### src/rtl/piso_serializer_16_async_pkg.sv
// Shared constants and state encoding for the enabled serial shift link.
// The receive-side framing logic imports CNT_W from here as well.
package piso_serializer_16_async_pkg;

    localparam int unsigned WIDTH = 16;
    localparam int unsigned CNT_W = $clog2(WIDTH);

    typedef enum logic {
        ST_IDLE  = 1'b0,
        ST_SHIFT = 1'b1
    } state_e;

endpackage

### src/rtl/piso_serializer_16_async_counter.sv
// Bit-position up-counter with async reset, sync clear/restart, enable and terminal count.
// It wraps to zero on an enabled terminal tick, so it never depends on natural overflow.
module bit_counter_enable_async #(
    parameter int unsigned CNT_W = 4,
    parameter int unsigned TERM  = 15
) (
    input  logic             clk,
    input  logic             resetn,
    input  logic             clear,
    input  logic             restart,
    input  logic             enable,
    output logic [CNT_W-1:0] cnt,
    output logic             tc
);

    localparam logic [CNT_W-1:0] TERM_C = CNT_W'(TERM);
    localparam logic [CNT_W-1:0] ONE_C  = CNT_W'(1);

    logic [CNT_W-1:0] cnt_q;
    logic [CNT_W-1:0] cnt_d;
    logic             tc_s;

    assign tc_s = (cnt_q == TERM_C);

    // Next count: clear and restart both return to zero, clear having priority.
    always_comb begin
        cnt_d = cnt_q;
        if (clear) begin
            cnt_d = '0;
        end else if (restart) begin
            cnt_d = '0;
        end else if (enable) begin
            if (tc_s) begin
                cnt_d = '0;
            end else begin
                cnt_d = cnt_q + ONE_C;
            end
        end else begin
            cnt_d = cnt_q;
        end
    end

    // Count register.
    always_ff @(posedge clk or negedge resetn) begin
        if (!resetn) begin
            cnt_q <= '0;
        end else begin
            cnt_q <= cnt_d;
        end
    end

    assign cnt = cnt_q;
    assign tc  = tc_s;

endmodule

### src/rtl/piso_serializer_16_async.sv
// Parallel-in serial-out transmitter: accepts a word on valid/ready and shifts it
// out MSB-first, one bit per enable tick, with a one-cycle done pulse at the end.
module piso_serializer_16_async
    import piso_serializer_16_async_pkg::*;
#(
    parameter int unsigned P_WIDTH = WIDTH
) (
    input  logic               clk,
    input  logic               resetn,
    input  logic               enable,
    input  logic               clear,
    input  logic               load_valid,
    output logic               load_ready,
    input  logic [P_WIDTH-1:0] data_in,
    output logic               sdo,
    output logic               frame,
    output logic               done
);

    localparam int unsigned P_CNT_W = $clog2(P_WIDTH);

    state_e               state_q;
    state_e               state_d;
    logic [P_WIDTH-1:0]   shreg_q;
    logic [P_WIDTH-1:0]   shreg_d;
    logic                 done_q;
    logic                 done_d;
    logic [P_CNT_W-1:0]   cnt_s;
    logic                 cnt_tc_s;
    logic                 accept_s;
    logic                 tick_s;

    assign accept_s = (state_q == ST_IDLE)  && load_valid && !clear;
    assign tick_s   = (state_q == ST_SHIFT) && enable;

    bit_counter_enable_async #(
        .CNT_W (P_CNT_W),
        .TERM  (P_WIDTH - 1)
    ) u_bit_cnt (
        .clk     (clk),
        .resetn  (resetn),
        .clear   (clear),
        .restart (accept_s),
        .enable  (tick_s),
        .cnt     (cnt_s),
        .tc      (cnt_tc_s)
    );

    // Next-state and shift-register logic; clear overrides everything.
    always_comb begin
        state_d = state_q;
        shreg_d = shreg_q;
        case (state_q)
            ST_IDLE: begin
                if (load_valid) begin
                    shreg_d = data_in;
                    state_d = ST_SHIFT;
                end else begin
                    state_d = ST_IDLE;
                end
            end
            ST_SHIFT: begin
                if (enable) begin
                    shreg_d = {shreg_q[P_WIDTH-2:0], 1'b0};
                    if (cnt_tc_s) begin
                        state_d = ST_IDLE;
                    end else begin
                        state_d = ST_SHIFT;
                    end
                end else begin
                    state_d = ST_SHIFT;
                end
            end
            default: begin
                state_d = ST_IDLE;
                shreg_d = '0;
            end
        endcase
        if (clear) begin
            state_d = ST_IDLE;
            shreg_d = '0;
        end else begin
            state_d = state_d;
        end
    end

    // done marks the cycle after the terminal tick; an aborted word never raises it.
    always_comb begin
        done_d = 1'b0;
        if (clear) begin
            done_d = 1'b0;
        end else if (tick_s && cnt_tc_s) begin
            done_d = 1'b1;
        end else begin
            done_d = 1'b0;
        end
    end

    // State, shift register and done flops.
    always_ff @(posedge clk or negedge resetn) begin
        if (!resetn) begin
            state_q <= ST_IDLE;
            shreg_q <= '0;
            done_q  <= 1'b0;
        end else begin
            state_q <= state_d;
            shreg_q <= shreg_d;
            done_q  <= done_d;
        end
    end

    // shreg is all zeros whenever the FSM is idle, so sdo needs no gating.
    assign sdo        = shreg_q[P_WIDTH-1];
    assign frame      = (state_q == ST_SHIFT);
    assign load_ready = (state_q == ST_IDLE);
    assign done       = done_q;

endmodule

### config.mk
export PLATFORM = sky130hd
export DESIGN_NAME = piso_serializer_16_async
export DESIGN_NICKNAME = d
export VERILOG_FILES = /design/src/rtl/piso_serializer_16_async_pkg.sv /design/src/rtl/piso_serializer_16_async_counter.sv /design/src/rtl/piso_serializer_16_async.sv
export SDC_FILE = /design/constraint.sdc
export NUM_CORES = 1
export LEC_CHECK = 0
export ABC_AREA = 1
export ABC_CLOCK_PERIOD_IN_PS = 2700
export BUFFER_PORTS_ARGS = -buffer_cell sky130_fd_sc_hd__buf_2
export CAP_MARGIN = 20
export CORE_MARGIN = 5
export CORE_UTILIZATION = 54
export DETAILED_ROUTE_END_ITERATION = 7
export HOLD_SLACK_MARGIN = 0.08
export PLACE_DENSITY = 0.79
export SYNTH_ARGS = -nofsm -noshare
export SYNTH_HDL_FRONTEND = slang
export SYNTH_SLANG_ARGS = --single-unit
### constraint.sdc
create_clock -name clk -period 2.7 [get_ports clk]
set_input_delay 0.675 -clock clk [delete_from_list [all_inputs] [get_ports clk]]
set_output_delay 0.675 -clock clk [all_outputs]
set_load 0.1 [all_outputs]
==> results.tsv, run 1 <==
stage	metric	value	unit
outcome	run status	finished, final reports clean	
clock_network	TritonCTS clock tree	done	
grt	vias in the first global route	970	
sta	headroom to the max-slew limit	67.4	%
sta	Fin Setup TNS	0	ns
setup_path	max incr delay on CP	0.46	ns
finish	# diodes	0	
sta	f_max	511	MHz
floorplanning	die footprint	3340	sq um
sta	final hold vios	0	
hold_path	class of the worst hold path	in -> async	
synthesis	syn_nets	183	
sta	Tmin final	1.96	ns
floorplanning	I/O Pins	25	
routing	1st-iter DRT viols	30	
power	LEAKAGE	0.712	nW
power	Clk pwr share	25.3	%
finish	final core occ	61.7	%
setup_path	crit path max-delay cell type	dfrtp_1	
floorplanning	std cell rows	17	
synthesis	area leader, netlist	dfrtp_1	
synthesis	Syn. warnings	0	
sta	clk_skew	0.00411	ns
clock_network	CTS buffer count	3	
clock_network	maximum clock path buffer count	2	
power	NetSw	0.000214	W
sta	final setup fails	0	
clock_network	post-CTS setup buffers	0	
clock_network	Post-CTS Resized	0	
routing	antenna-violating nets left	0	
setup_path	CP Max Fanout	5	
setup_path	critical path capture point type	output pin	
clock_network	H-tree depth	1	
sta	worst-margin pin slew	0.489	ns
synthesis	post-synth cell types	23	
power	PD cells	518	nW/um^2
floorplanning	core region area	2190	sq um
sta	fin. max-slew vios	0	
routing	met3 wire len	135	um
finish	Layout area overhead	9.76	%
routing	vias	1026	
grt	initial antenna violation count	0	
synthesis	Synth async-reset ratio	100	%
routing	metal2 WL	1130	um
power	Peak supply drop	0.000302	V
synthesis	mapped cell area	1230	sq um
clock_network	Root Buffer	clkbuf_4	
synthesis	Synth area leaders	dfrtp_1 (45%), nor2_1 (10%), nand2_1 (9.8%)	
setup_path	Setup crit start kind	flop	
setup_path	data arrival time of the worst path	1.28	ns
setup_path	CP Cell Sequence	inv_2 > buf_2	
power	internal power	0.000486	W
synthesis	Syn Area/Cell	7.65	sq um
clock_network	CTS sink cnt	22	
synthesis	main flop type after synthesis	dfrtp_1	
synthesis	Synth top area share	44.7	%
finish	share of layout cells above drive strength 1	23.2	%
setup_path	Setup CP Type	reg -> out	
setup_path	Worst R2R Setup Slack	1.39	ns
grt	GRT overflow	0	
routing	WL per Instance	11.0	um
power	sw frac	30.6	%
sta	RSZ-0062 raised after global routing	no	
power	combinational share of power	22.5	%
clock_network	CTS Hold Bufs	0	
routing	via density per instance	4.91	
routing	DRC violations left	0	
grt	total track usage	15.4	%
sta	Final period util	72.5	%
floorplanning	Die X	57.8	um
synthesis	sequential fraction of the synthesis area	44.7	%
routing	total wire length	2300	um
grt	largest net degree at the start of global routing	32	
floorplanning	starting density of the core	56.2	%
job	max_cap viols	0	
synthesis	Synth Register Bits	22	
finish	number of fill cells	202	
placed_design	routability-driven placement congestion ratio	0.820	
routing	max layer used	met4	
setup_path	critical path required time	2.03	ns
power	sequential share of power	52.3	%
synthesis	number of flops mapped to enable cells by yosys	0	
placed_design	hpwl dp	1700	um
routing	DR pass1 iterations	4	
clock_network	clk slew on worst S/H paths	0.12	ns
floorplanning	die height	57.8	um
routing	M1 wire length	1010	um
synthesis	cells after synthesis	161	
placed_design	Port Buf Inserts	24	
grt	first-pass GRT wire length	4090	um
clock_network	worst skew pair latency	0.30	ns
finish	Final nets	204	
## cell usage after synthesis (2+ instances only)
cell type / count
inv_1: 21
nand3_1: 17
o21ai_2: 7
buf_6: 3
inv_2: 2
buf_4: 2
o21ai_1: 7
a21oi_1: 2
dfrtp_1: 22
nand2_1: 32
nor2_1: 33
buf_2: 2
## layer usage
layer / up-vias / global-route usage, %
met5: - / 0
met4: 0 / 4.97
met3: 2 / 3.12
met2: 26 / 26.9
met1: 460 / 18.8
li1: 538 / -
## worst paths after layout
check	start	endpoint	depth (start not counted)
max reg2reg	frame	u_bit_cnt.cnt[3]	5
min	resetn	shreg_q[6]	1
max	frame	load_ready	2
max in group asynchronous	resetn	frame	1
min in group clk	shreg_q[15]	shreg_q[15]	2
min reg2reg	shreg_q[15]	shreg_q[15]	2
## cell type report
class	count	area, sq um	share of cell area [%]
timing repair buffer	25	128	9.44
clock buffer	4	36.3	2.69
multi-input combinational	107	515	38.1
tap	28	35.0	2.59
inverter	23	86.3	6.39
sequential	22	551	40.7
## state kept, by name, summed over array words and instances (netlist names)
| signal | cells |
|---|---|
| shreg_q | 16 |
| done | 1 |
| u_bit_cnt.cnt | 4 |
| frame | 1 |
## through the flow
step | std cells | area, sq um | hold WS (ns) | power [W] | setup slack (ns)
2_1_floorplan | 161 | 1230 | 0.379 | 0.000501 | 0.646
3_3_place_gp | 205 | 1320 | 0.468 | 0.000527 | 0.979
3_5_place_dp | 205 | 1320 | 0.475 | 0.000531 | 0.932
4_1_cts | 209 | 1350 | 0.331 | 0.000710 | 0.728
5_1_grt | 209 | 1350 | 0.352 | 0.000747 | 0.697
6_report | 209 | 1350 | 0.318 | 0.000701 | 0.743
## logic make-up after synthesis
group | synth area share [%]
buf+inv | 13.4
simple gates | 31.3
flops | 44.7
compound gates | 9.55
fa+ha+maj | 1.02
## critical path, delay by kind of cell, from the launching register on
kind                   cells  cell delay [ns]
buffers and inverters      2             0.53
DFF                        1             0.46
## cells in the final DEF, fill, tap and decap left out
cell and count:
nor2_1 33, nand2_1 32, buf_2 24, dfrtp_1 22, inv_1 21, nand3_1 17
o21ai_1 7, o21ai_2 7, clkbuf_4 3, inv_2 2, a21oi_1 2, nand2_2 1
nor3_1 1, o21ai_0 1, nand2_4 1, nand3_4 1, nand3_2 1, o22ai_1 1
nand4_1 1, ha_1 1, clkbuf_8 1, buf_4 1
## power by group through the flow
stage                     sequential [W]  clock [W]  combinational [W]
after CTS                       0.000366   0.000184           0.000159
after floorplan                 0.000389          0           0.000112
after global routing            0.000368   0.000200           0.000179
final                           0.000366   0.000177           0.000157
after global placement          0.000372          0           0.000155
after detailed placement        0.000373          0           0.000159
(Power assumes the default switching activity.)
==> inputs of run 2 (changes only) <==
--- a/config.mk
+++ b/config.mk
@@ -6,14 +6,14 @@
 export NUM_CORES = 1
 export LEC_CHECK = 0
 export ABC_AREA = 1
-export ABC_CLOCK_PERIOD_IN_PS = 2700
+export ABC_CLOCK_PERIOD_IN_PS = 1700
 export BUFFER_PORTS_ARGS = -buffer_cell sky130_fd_sc_hd__buf_2
 export CAP_MARGIN = 20
 export CORE_MARGIN = 5
-export CORE_UTILIZATION = 54
+export CORE_UTILIZATION = 48
 export DETAILED_ROUTE_END_ITERATION = 7
 export HOLD_SLACK_MARGIN = 0.08
-export PLACE_DENSITY = 0.79
+export PLACE_DENSITY = 0.74
 export SYNTH_ARGS = -nofsm -noshare
 export SYNTH_HDL_FRONTEND = slang
 export SYNTH_SLANG_ARGS = --single-unit
==> constraint.sdc (replaced) <==
create_clock -name clk -period 1.7 [get_ports clk]
set_input_delay 0.425 -clock clk [delete_from_list [all_inputs] [get_ports clk]]
set_output_delay 0.425 -clock clk [all_outputs]
set_load 0.1 [all_outputs]
==> results.tsv, run 2 (same netlist as run 1, synthesis figures left out) <==
stage	metric	value	unit	change
routing	via density per instance	4.85		-1.1%
grt	GRT overflow	0		unchanged
sta	final setup fails	0		unchanged
clock_network	post-CTS setup buffers	0		unchanged
setup_path	CP Cell Sequence	inv_4 > buf_12		
routing	antenna-violating nets left	0		unchanged
setup_path	crit path max-delay cell type	dfrtp_2		
sta	f_max	628	MHz	
setup_path	max incr delay on CP	0.56	ns	+0.10 ns
floorplanning	I/O Pins	25		unchanged
placed_design	hpwl dp	1720	um	+1.3%
finish	share of layout cells above drive strength 1	23.6	%	+0.42 points
floorplanning	core region area	2450	sq um	+12%
hold_path	min-delay src	data_in[0]		
finish	Most flops, register	shreg_q		
clock_network	TritonCTS clock tree	done		
power	PD cells	813	nW/um^2	+57%
setup_path	Worst R2R Setup Slack	0.23	ns	-1.16 ns
grt	largest net degree at the start of global routing	32		unchanged
sta	headroom to the max-slew limit	67.2	%	-0.19 points
floorplanning	std cell rows	18		+1
setup_path	Setup CP Type	reg -> out		
sta	final hold vios	0		unchanged
grt	initial antenna violation count	0		unchanged
hold_path	class of the worst hold path	in -> reg		
finish	max reg flops	16		unchanged
routing	1st-iter DRT viols	67		+120%
finish	Finished Cell Area	1400	sq um	+3.4%
hold_path	hold path cells	3		
hold_path	hold endpoint	shreg_q[0]		
setup_path	CP Max Fanout	16		+11
job	max_cap viols	0		unchanged
setup_path	worst r2r src	frame		
finish	Final nets	205		+0.49%
clock_network	CTS sink cnt	22		unchanged
setup_path	FF-to-FF End	shreg_q[15]		
routing	DRC violations left	0		unchanged
sta	hold slack	0.377	ns	+0.0593 ns
finish	commonest non-fill, non-tap cell in the layout	nor2_1		
setup_path	Worst Path Buf+Inv	2		unchanged
finish	number of fill cells	250		+24%
sta	RSZ-0062 raised after global routing	no		
setup_path	Setup crit start kind	flop		
power	LEAKAGE	0.726	nW	+2.0%
setup_path	R2R depth	5		unchanged
setup_path	critical path required time	1.27	ns	-0.76 ns
grt	total track usage	14.8	%	-0.63 points
floorplanning	die height	60.6	um	+5.0%
placed_design	routability-driven placement congestion ratio	0.827		+0.87%
routing	vias	1029		+0.29%
finish	Layout area overhead	13.5	%	
clock_network	H-tree depth	1		unchanged
sta	Fin Setup TNS	0	ns	unchanged
floorplanning	starting density of the core	50.2	%	-6.0 points
finish	# diodes	0		unchanged
finish	Multi-input gate area	515	sq um	unchanged
clock_network	worst skew pair latency	0.31	ns	about the same
grt	first-pass GRT wire length	4050	um	-1.0%
finish	register area	552	sq um	+0.23%
sta	Tmin final	1.59	ns	
placed_design	Area after DPL	1350	sq um	+2.8%
clock_network	maximum clock path buffer count	2		unchanged
clock_network	CTS buffer count	3		unchanged
placed_design	Port Buf Inserts	24		unchanged
floorplanning	die footprint	3680	sq um	+10%
routing	DR pass1 iterations	4		unchanged
power	Peak supply drop	0.000420	V	+39%
routing	total wire length	2320	um	+0.74%
sta	clk_skew	0.00511	ns	+0.00100 ns
routing	WL per Instance	10.9	um	-0.69%
setup_path	CP delay by family, top	flip-flops		
floorplanning	Die X	60.6	um	+5.0%
grt	vias in the first global route	976		+0.62%
sta	Final period util	93.7	%	
setup_path	data arrival time of the worst path	1.17	ns	-0.11 ns
outcome	run status	finished, final reports clean		
sta	worst-margin pin slew	0.492	ns	+0.00286 ns
finish	most frequent cells in the layout	nor2_1 (33), nand2_1 (32), buf_2 (22)		
clock_network	clk slew on worst S/H paths	0.12	ns	about the same
setup_path	critical path capture point type	output pin		
clock_network	Root Buffer	clkbuf_4		
sta	fin. max-slew vios	0		unchanged
run 2: metrics by stage:
step,cells,util (%),worst slack [ns],power (W)
2_1_floorplan,161,-,0.136,0.000798
3_3_place_gp,207,55.0,0.218,0.000852
6_report,212,56.9,0.107,0.00114
4_1_cts,212,56.9,0.0855,0.00115
3_5_place_dp,207,55.0,0.198,0.000858
5_1_grt,212,56.9,0.0319,0.00121
run 2: where the power goes:
part           switching (W)  leakage (nW)  internal, W  total [W]
registers          0.0000220         0.289     0.000566   0.000588
logic               0.000170         0.417    0.0000885   0.000259
clock network       0.000159        0.0210     0.000131   0.000289
total               0.000351         0.726     0.000785    0.00114
run 2: cell type report:
| cell class | count | share of cell area [%] |
|---|---|---|
| multi-input cells | 107 | 36.9 |
| clock buffers | 4 | 2.60 |
| flip-flops and latches | 22 | 39.5 |
| well taps | 30 | 2.69 |
| inverters | 23 | 6.36 |
| repair buffers | 26 | 12.0 |
run 2: worst register-to-register path: stages (launching register included):
cell and delay [ns]:
dfrtp_2 0.59, nand2_2 0.17, nand3_4 0.34, inv_1 0.14, nand2_1 0.08, nand2_1 0.05
run 2: timing repair:
action                     CTS  global route
gates resized for setup      0             0
setup endpoints to repair    0             0
hold endpoints to repair    22             0
hold buffers                 1             0
run 2: per-layer routing:
layer	GRT usage (%)	part of all wire, %	up-vias
met2	23.7	48	24
met3	2.98	5.1	4
li1	-	-	536
met4	9.29	2.1	0
met1	18.1	45	465
met5	0	0	-
run 2: how the worst max path moves through the flow:
stage	cells past startpoint	to	from	slack, ns
final	2	load_ready	frame	0.11
after detailed placement	6	u_bit_cnt.cnt[0]	clear	0.20
after global placement	6	shreg_q[15]	clear	0.22
after floorplan	7	shreg_q[10]	frame	0.14
after global routing	2	load_ready	frame	0.03
after CTS	2	load_ready	frame	0.09
==> inputs of run 3 (changes only) <==
--- a/config.mk
+++ b/config.mk
@@ -6,14 +6,14 @@
 export NUM_CORES = 1
 export LEC_CHECK = 0
 export ABC_AREA = 1
-export ABC_CLOCK_PERIOD_IN_PS = 1700
+export ABC_CLOCK_PERIOD_IN_PS = 1600
 export BUFFER_PORTS_ARGS = -buffer_cell sky130_fd_sc_hd__buf_2
 export CAP_MARGIN = 20
 export CORE_MARGIN = 5
-export CORE_UTILIZATION = 48
+export CORE_UTILIZATION = 53
 export DETAILED_ROUTE_END_ITERATION = 7
 export HOLD_SLACK_MARGIN = 0.08
-export PLACE_DENSITY = 0.74
+export PLACE_DENSITY = 0.77
 export SYNTH_ARGS = -nofsm -noshare
 export SYNTH_HDL_FRONTEND = slang
 export SYNTH_SLANG_ARGS = --single-unit
==> constraint.sdc (replaced) <==
create_clock -name clk -period 1.6 [get_ports clk]
set_input_delay 0.4 -clock clk [delete_from_list [all_inputs] [get_ports clk]]
set_output_delay 0.4 -clock clk [all_outputs]
set_load 0.1 [all_outputs]
==> results.tsv, run 3 (same netlist as run 1, synthesis figures left out) <==
stage	metric	value	unit	change
setup_path	Setup CP Type	reg -> out		
routing	vias	1021		-0.78%
clock_network	H-tree depth	1		unchanged
hold_path	hold endpoint	shreg_q[0]		
setup_path	data arrival time of the worst path	1.10	ns	-0.07 ns
finish	max reg flops	16		unchanged
sta	Final period util	93.6	%	
clock_network	Root Buffer	clkbuf_4		
clock_network	TritonCTS clock tree	done		
finish	number of fill cells	210		-16%
routing	metal2 WL	1100	um	about the same
routing	M1 wire length	1070	um	+2.5%
setup_path	max incr delay on CP	0.43	ns	-0.13 ns
finish	Layout area overhead	13.1	%	
floorplanning	I/O Pins	25		unchanged
clock_network	maximum clock path buffer count	2		unchanged
grt	total track usage	15.6	%	+0.82 points
setup_path	critical path capture point type	output pin		
grt	largest net degree at the start of global routing	32		unchanged
routing	max layer used	met4		
sta	fin. max-slew vios	0		unchanged
placed_design	routability-driven placement congestion ratio	0.800		-3.3%
finish	share of layout cells above drive strength 1	23.5	%	-0.13 points
sta	Fin Setup TNS	0	ns	unchanged
floorplanning	Die X	58.2	um	-4.0%
hold_path	min-delay src	data_in[0]		
sta	f_max	668	MHz	
floorplanning	core region area	2210	sq um	-9.9%
routing	DR pass1 iterations	4		unchanged
routing	WL per Instance	10.9	um	about the same
sta	hold slack	0.346	ns	-0.0311 ns
setup_path	crit path max-delay cell type	buf_2		
finish	most frequent cells in the layout	nor2_1 (33), nand2_1 (32), buf_2 (22)		
clock_network	worst skew pair latency	0.30	ns	about the same
job	max_cap viols	0		unchanged
floorplanning	die height	58.2	um	-4.0%
floorplanning	std cell rows	17		-1
finish	Final nets	206		+0.49%
routing	DRC violations left	0		unchanged
power	LEAKAGE	0.725	nW	-0.17%
placed_design	Post-Place Setup Slack	0.250	ns	+0.0521 ns
grt	first-pass GRT wire length	4080	um	+0.84%
clock_network	CTS buffer count	3		unchanged
routing	total wire length	2300	um	-0.48%
power	Peak supply drop	0.000461	V	+9.5%
sta	Tmin final	1.50	ns	
setup_path	FF-to-FF End	u_bit_cnt.cnt[0]		
finish	# diodes	0		unchanged
sta	post-route setup slack	0.103	ns	-0.00378 ns
hold_path	hold path cells	3		unchanged
routing	antenna-violating nets left	0		unchanged
routing	1st-iter DRT viols	25		-63%
outcome	run status	finished, final reports clean		
setup_path	critical path required time	1.20	ns	-0.07 ns
setup_path	worst r2r src	frame		
power	Total Power	0.00116	W	+1.7%
setup_path	Worst Path Buf+Inv	1		-1
setup_path	Worst R2R Setup Slack	0.25	ns	+0.02 ns
clock_network	CTS sink cnt	22		unchanged
sta	headroom to the max-slew limit	67.8	%	+0.64 points
sta	RSZ-0062 raised after global routing	no		
setup_path	CP Cell Sequence	buf_2		
grt	vias in the first global route	947		-3.0%
sta	final hold vios	0		unchanged
clock_network	clk slew on worst S/H paths	0.12	ns	about the same
sta	clk_skew	0.00460	ns	-0.000512 ns
routing	met3 wire len	108	um	-7.7%
sta	worst-margin pin slew	0.482	ns	-0.00966 ns
hold_path	class of the worst hold path	in -> reg		
floorplanning	starting density of the core	55.7	%	+5.5 points
placed_design	hpwl dp	1670	um	-3.1%
floorplanning	die footprint	3390	sq um	-7.9%
finish	commonest non-fill, non-tap cell in the layout	nor2_1		
setup_path	CP Max Fanout	2		-14
grt	initial antenna violation count	0		unchanged
placed_design	Port Buf Inserts	24		unchanged
sta	final setup fails	0		unchanged
finish	Most flops, register	shreg_q		
power	PD cells	830	nW/um^2	+2.1%
grt	GRT overflow	0		unchanged
routing	via density per instance	4.84		-0.31%
setup_path	Setup crit start kind	flop		
setup_path	CP delay by family, top	buffers and inverters		
setup_path	R2R depth	5		unchanged
[run 3: metal layers]
metal	GRT usage [%]	vias up
li1	-	544
met2	25.3	23
met1	20.0	452
met4	5.63	0
met5	0	-
met3	4.01	2
[run 3: worst max path at each step]
| stage | slack [ns] | depth (start not counted) | to | from |
|---|---|---|---|---|
| after floorplan | 0.04 | 7 | shreg_q[10] | frame |
| after global placement | 0.28 | 5 | shreg_q[1] | enable |
| after detailed placement | 0.25 | 5 | shreg_q[15] | enable |
| after CTS | 0.08 | 1 | sdo | shreg_q[15] |
| after global routing | 0.02 | 1 | sdo | shreg_q[15] |
| final | 0.10 | 1 | sdo | shreg_q[15] |
[run 3: through the flow]
stage | cell area [sq um] | cells | util (%)
global placement | 1360 | 206 | 61.3
floorplan | 1230 | 161 | -
detailed placement | 1360 | 206 | 61.3
global route | 1390 | 211 | 63.0
finish | 1390 | 211 | 63.0
CTS | 1390 | 211 | 63.0
[run 3: cell type report]
class | instances | area [sq um] | area share, %
inverters | 23 | 88.8 | 6.38
repair buffers | 27 | 175 | 12.6
clock buffers | 4 | 26.3 | 1.89
well taps | 28 | 35.0 | 2.52
multi-input cells | 107 | 515 | 37.0
flip-flops and latches | 22 | 552 | 39.6
[run 3: power breakdown]
group / internal, W / switching [W]
Clock: 0.0000970 / 0.000158
Combinational: 0.0000958 / 0.000186
Sequential: 0.000601 / 0.0000177
[run 3: what timing repair did]
item / in CTS / in global routing
hold buffers: 1 / 0
buffers inserted: 0 / 0
gates resized for setup: 0 / 0
hold endpoints to repair: 22 / 0
